### src/rtl/accum_mc.sv
// rtl/accum_mc.sv - multi-channel signed accumulator with saturation and read-and-clear dump
//
// Purpose: NUM_CH independent signed accumulators sharing a single sample input.
//   A dump reads one channel into a held result register and reloads that channel
//   in the same cycle. The result is offered with a valid/ready handshake.
//
// Ports:
//   clk            in   sole clock, rising edge
//   rst_i          in   asynchronous active-high reset
//   en_i           in   accumulate data_i into channel ch_i
//   clear_i        in   zero channel ch_i and its overflow flag (top priority)
//   dump_i         in   read-and-clear request for channel ch_i
//   ch_i           in   channel select; values >= NUM_CH are ignored
//   data_i         in   signed sample, DIN_WIDTH bits
//   result_o       out  dumped accumulator value, DOUT_WIDTH bits signed
//   result_ch_o    out  channel of result_o
//   result_ovf_o   out  sticky overflow flag of the dumped channel
//   result_valid_o out  result fields valid; held until result_ready_i
//   result_ready_i in   downstream accepts the result
//   busy_o         out  result pending and not being taken; dumps are dropped
//   ovf_o          out  per-channel sticky overflow flags

module accum_mc #(
  parameter  int DIN_WIDTH  = 32,
  parameter  int DOUT_WIDTH = 40,
  parameter  int NUM_CH     = 4,
  parameter  int SAT_EN     = 1,
  localparam int CH_W       = (NUM_CH > 1) ? $clog2(NUM_CH) : 1
) (
  input  logic                         clk,
  input  logic                         rst_i,
  input  logic                         en_i,
  input  logic                         clear_i,
  input  logic                         dump_i,
  input  logic [CH_W-1:0]              ch_i,
  input  logic signed [DIN_WIDTH-1:0]  data_i,
  output logic signed [DOUT_WIDTH-1:0] result_o,
  output logic [CH_W-1:0]              result_ch_o,
  output logic                         result_ovf_o,
  output logic                         result_valid_o,
  input  logic                         result_ready_i,
  output logic                         busy_o,
  output logic [NUM_CH-1:0]            ovf_o
);

  localparam logic signed [DOUT_WIDTH-1:0] POS_MAX = {1'b0, {(DOUT_WIDTH-1){1'b1}}};
  localparam logic signed [DOUT_WIDTH-1:0] NEG_MAX = {1'b1, {(DOUT_WIDTH-1){1'b0}}};

  logic signed [DOUT_WIDTH-1:0] acc_q [NUM_CH];
  logic signed [DOUT_WIDTH-1:0] acc_d [NUM_CH];
  logic [NUM_CH-1:0]            ovf_q, ovf_d;

  logic signed [DOUT_WIDTH-1:0] res_q, res_d;
  logic [CH_W-1:0]              rch_q, rch_d;
  logic                         rovf_q, rovf_d;
  logic                         valid_q, valid_d;

  logic                         ch_ok;
  logic [CH_W-1:0]              ch_idx;
  logic                         busy;
  logic                         dump_ok;
  logic signed [DOUT_WIDTH-1:0] ext;
  logic signed [DOUT_WIDTH:0]   sum;
  logic                         sum_ovf;
  logic signed [DOUT_WIDTH-1:0] acc_new;

  // Out-of-range channels turn every command into a no-op; the index is
  // forced to 0 so array reads stay in bounds, and ch_ok gates all writes.
  assign ch_ok   = (32'(ch_i) < NUM_CH);
  assign ch_idx  = ch_ok ? ch_i : '0;
  assign busy    = valid_q & ~result_ready_i;
  assign dump_ok = dump_i & ~clear_i & ~busy & ch_ok;

  // One guard bit above the accumulator width: overflow shows up as the two
  // top bits of the sum disagreeing, and the guard bit gives the direction.
  assign ext     = DOUT_WIDTH'(data_i);
  assign sum     = (DOUT_WIDTH+1)'(acc_q[ch_idx]) + (DOUT_WIDTH+1)'(ext);
  assign sum_ovf = sum[DOUT_WIDTH] ^ sum[DOUT_WIDTH-1];

  always_comb begin
    acc_new = sum[DOUT_WIDTH-1:0];
    if (sum_ovf && (SAT_EN != 0)) begin
      acc_new = sum[DOUT_WIDTH] ? NEG_MAX : POS_MAX;
    end
  end

  always_comb begin
    acc_d   = acc_q;
    ovf_d   = ovf_q;
    res_d   = res_q;
    rch_d   = rch_q;
    rovf_d  = rovf_q;
    valid_d = valid_q & ~result_ready_i;

    if (ch_ok) begin
      if (clear_i) begin
        acc_d[ch_idx] = '0;
        ovf_d[ch_idx] = 1'b0;
      end else if (dump_ok) begin
        // Read-and-clear: the result takes the pre-update value, and a
        // coincident sample starts the fresh accumulation.
        acc_d[ch_idx] = en_i ? ext : '0;
        ovf_d[ch_idx] = 1'b0;
      end else if (en_i) begin
        acc_d[ch_idx] = acc_new;
        if (sum_ovf) begin
          ovf_d[ch_idx] = 1'b1;
        end
      end
    end

    if (dump_ok) begin
      res_d   = acc_q[ch_idx];
      rch_d   = ch_i;
      rovf_d  = ovf_q[ch_idx];
      valid_d = 1'b1;
    end
  end

  always_ff @(posedge clk or posedge rst_i) begin
    if (rst_i) begin
      for (int i = 0; i < NUM_CH; i++) begin
        acc_q[i] <= '0;
      end
      ovf_q   <= '0;
      res_q   <= '0;
      rch_q   <= '0;
      rovf_q  <= 1'b0;
      valid_q <= 1'b0;
    end else begin
      acc_q   <= acc_d;
      ovf_q   <= ovf_d;
      res_q   <= res_d;
      rch_q   <= rch_d;
      rovf_q  <= rovf_d;
      valid_q <= valid_d;
    end
  end

  assign result_o       = res_q;
  assign result_ch_o    = rch_q;
  assign result_ovf_o   = rovf_q;
  assign result_valid_o = valid_q;
  assign busy_o         = busy;
  assign ovf_o          = ovf_q;

endmodule

### config.mk
export PLATFORM = sky130hd
export DESIGN_NAME = accum_mc
export DESIGN_NICKNAME = d
export VERILOG_FILES = /design/src/rtl/accum_mc.sv
export SDC_FILE = /design/constraint.sdc
export NUM_CORES = 1
export LEC_CHECK = 0
export CORE_UTILIZATION = 50
export CTS_BUF_LIST = sky130_fd_sc_hd__clkbuf_2
export DETAILED_ROUTE_END_ITERATION = 8
export PLACE_DENSITY = 0.7
export SLEW_MARGIN = 20
export SYNTH_ARGS = -nofsm -noshare
export SYNTH_HDL_FRONTEND = slang
export SYNTH_SLANG_ARGS = --single-unit
export TNS_END_PERCENT = 30
### constraint.sdc
create_clock -name clk -period 9.1 [get_ports clk]
set_input_delay 1.82 -clock clk [delete_from_list [all_inputs] [get_ports clk]]
set_output_delay 1.82 -clock clk [all_outputs]
set_load 0.005 [all_outputs]
==> results by group <==
Power and ir drop
  • Ratio of total power to cell area: 324 nW/um^2
  • Sequential share of power: 0.343
  • Leakage: 6.02 nW
  • Gate power share: 0.503
  • Internal cell power: 2.62 mW
  • Clock share of power: 0.154
  • Overall Power: 4.39 mW
  • Net Sw Frac: 0.404
  • Psw: 1.77 mW
  • Worst ir drop on vdd: 0.138 mV

Setup path
  • CP Class: in -> reg
  • Crit path max-delay family: compound AO/OA/AOI/OAI gates
  • WP data required: 9.78 ns
  • CP Capture Type: register
  • Reg2reg start: acc_q[0]
  • CP max FO: 29
  • Worst reg2reg setup slack: 4.24 ns
  • Crit path buf inv count: 2
  • Cell mode on critical path: o211ai_1
  • Crit-path slowest cell: buf_2
  • Worst R2R End: acc_q[77]
  • WP data arrival: 6.82 ns
  • Setup crit start kind: primary input
  • Critical-path cell list: buf_2 -> mux4_2 -> ha_1 -> fa_1 -> a211oi_1 -> o211ai_1 -> a31oi_1 -> o211ai_1 -> nand3_1 -> and2_1 -> buf_4 -> xnor2_2 -> nor3_1 -> o211ai_1
  • Worst path max stage delay: 0.71 ns
  • Worst r2r path cells: 13

Status
  • Status: finished clean

Yosys
  • Primary FF master, synth: dfrtp_1
  • Sequential cell area fraction in the yosys report: 0.438
  • Register bit total from synthesis: 208
  • Mapped Nets: 1,253
  • Cell area after synthesis: 11,900 sq um
  • Mapped Cells: 1,172
  • Number of flops mapped to enable cells by yosys: 0
  • Cell variety after synth: 66
  • Yosys warns: 0
  • Post-synth ARST share: 1.00
  • Synthesized area per cell: 10.1 sq um

Floorplanning
  • Die W: 156 um
  • Row count: 56
  • Core ar.: 23,400 sq um
  • Die area: 24,400 sq um
  • Die height: 156 um
  • Initial core utilization: 0.507
  • Top-Level Pins: 89

Placed design
  • Final HPWL DP: 21.4 mm
  • Number of port buffers: 88
  • Setup WS pre-CTS: 2.25 ns
  • Routability Congestion: 0.956

Routing
  • Drt total wl: 31.0 mm
  • DR iter-0 viols: 647
  • TritonRoute pass-1 iters: 5
  • DR WL/cell: 19.1 um
  • Via count: 9,534
  • DRC viols: 0
  • Routed Antenna Nets: 0
  • Vias per cell: 5.88

Timing
  • Worst Tran Pin Value: 0.960 ns
  • RSZ-0062 raised after global routing: false
  • Period utilization: 0.674
  • Worst setup margin: 2.96 ns
  • Sum Neg Setup Slack: 0 ns
  • Final Hold Vio Count: 0
  • Max Freq: 163 MHz
  • Final min period: 6.14 ns
  • Max-slew violation count: 0
  • Clk_skew: 0.0904 ns
  • Relative slew margins: 0.360
  • Setup violators final: 0

Clocking
  • Post-CTS Setup Bufs: 0
  • Largest buffer count on any clock path: 3
  • Clock Latency Late Sink: 0.85 ns
  • Resize count post-CTS: 0
  • CTS Hold Bufs: 0
  • Clk root buf: clkbuf_2
  • Clock slew at reported path FFs: 0.09 ns
  • H-Tree Depth: 2
  • CTS tree: built
  • CTS sink cnt: 208
  • CTS buffer count: 55

Hold path
  • Hold Crit Class: reg -> reg
  • Hold Path End: result_o[20]
  • Hold path startpoint: result_o[20]
  • Hold Path Depth: 2

Final layout
  • Final nets: 1,348
  • Area grow syn2layout: 14.1%
  • Filler Cells Inserted: 2,108
  • Layout cells sized above 1: 0.212

GRT
  • Antenna violations before repair: 1
  • GRT Overall Usage: 0.266
  • Largest net degree at the start of global routing: 131
  • First-pass GRT wire length: 50.7 mm
  • Total gr overflow: 0
  • Vias in the first global route: 9,541

Run
  • Max-cap violations: 0
tightest hold or removal path, delay by kind of cell (launching register included):
kind / cells / cell delay (ns)
and+or+nand+nor: 2 / 0.11
DFF: 1 / 0.35
sequential cells by signal, summed over array words and instances, names as in the netlist, named ones only:
| name | cells |
|---|---|
| acc_q | 160 |
| result_ch_o | 2 |
| result_o | 40 |
| result_ovf_o | 1 |
| result_valid_o | 1 |
cells in the final DEF, fill, tap and decap left out, types with 3 or more instances in the layout:
| cell type | instances |
|---|---|
| nand2_1 | 231 |
| dfrtp_1 | 208 |
| o21ai_0 | 91 |
| mux2_2 | 89 |
| clkdlybuf4s50_1 | 86 |
| clkbuf_2 | 84 |
| a21oi_1 | 78 |
| nor2_1 | 60 |
| mux4_2 | 41 |
| ha_1 | 40 |
| a31oi_1 | 26 |
| o211ai_1 | 20 |
| xor2_1 | 18 |
| buf_4 | 17 |
| xnor2_1 | 16 |
| nand3_1 | 13 |
| o21ai_1 | 12 |
| inv_1 | 11 |
| nor3_1 | 11 |
| maj3_1 | 10 |
| o21ai_2 | 9 |
| a22oi_1 | 9 |
| nand4_1 | 8 |
| nand2b_1 | 7 |
| a211oi_1 | 7 |
| a21o_1 | 6 |
| maj3_2 | 6 |
| a22o_1 | 6 |
| o21bai_1 | 5 |
| clkinv_1 | 5 |
| and2_1 | 4 |
| nor2b_1 | 3 |
| and3_1 | 3 |
| a21oi_4 | 3 |
| a211o_1 | 3 |
| a21boi_0 | 3 |
synthesized netlist by cell type, types with 14 or more instances:
cell type  count  share of area
o211ai_1      20          0.013
nand3_1       14         0.0059
nand2_1      231          0.073
mux2_2        89          0.084
mux4_2        41          0.078
a21oi_1       78          0.033
xor2_1        18          0.013
o21ai_0       92          0.039
dfrtp_1      208           0.44
clkbuf_1      48          0.015
ha_1          40          0.042
nor2_1        61          0.019
a31oi_1       26          0.014
xnor2_1       16          0.012
final cells by class:
cell class                      count  area (sq um)  area share
Clock buffer                       84           420      0.0310
Tap cell                          319           399      0.0295
Inverter                           13          56.3     0.00416
Clock inverter                      8          83.8     0.00619
Multi-Input combinational cell    882          6350       0.469
Antenna cell                        1          2.50    0.000185
Timing Repair Buffer              107          1030      0.0760
Sequential cell                   208          5200       0.384
through the flow:
step,instance area [sq um],utilization,hold slack [ns],cells
floorplan,11900,-,0.443,1172
global placement,13000,0.557,0.457,1529
detailed placement,13000,0.557,0.461,1529
CTS,13500,0.579,0.485,1621
global route,13500,0.579,0.504,1622
finish,13500,0.579,0.479,1622
power groups by stage:
stage	combinational, mW	clock, mW	sequential [mW]
after detailed placement	2.18	0	1.52
after global routing	2.42	0.743	1.55
after global placement	2.16	0	1.51
after floorplan	1.61	0	1.48
after CTS	2.19	0.698	1.51
final	2.21	0.678	1.50
kinds of logic (layout without fill, tap and decap cells):
logic type               after synthesis  in the layout  share of synthesized area
AO/OA/AOI/OAI                        301            301                      0.160
XOR/XNOR                              35             35                     0.0265
adder cells (fa/ha/maj)               57             57                     0.0580
buffers and inverters                 82            212                     0.0288
flip-flops                           208            208                      0.438
multiplexers                         132            132                      0.164
other                                  0              1                          0
AND/OR/NAND/NOR                      357            357                      0.125
how the worst max path moves through the flow:
stage | start | endpoint | slack [ns] | cells past startpoint
floorplan | rst_i | asynchronous set/reset pin | 1.60 | 1
global placement | ch_i[1] | acc_q[77] | 2.26 | 14
detailed placement | ch_i[1] | acc_q[77] | 2.25 | 14
CTS | ch_i[1] | acc_q[77] | 3.11 | 14
global route | ch_i[1] | acc_q[157] | 2.82 | 14
finish | ch_i[1] | acc_q[77] | 2.96 | 14
per-layer routing:
layer | GRT usage | share of wire | vias up | wire (um)
met5 | 0 | 0 | - | 0
met4 | 0.0962 | 0.028 | 0 | 877
met3 | 0.0417 | 0.060 | 76 | 1870
met2 | 0.420 | 0.46 | 357 | 14300
met1 | 0.373 | 0.45 | 4643 | 14000
li1 | - | - | 4458 | -
Note: power is estimated with default switching activity, not from simulation.
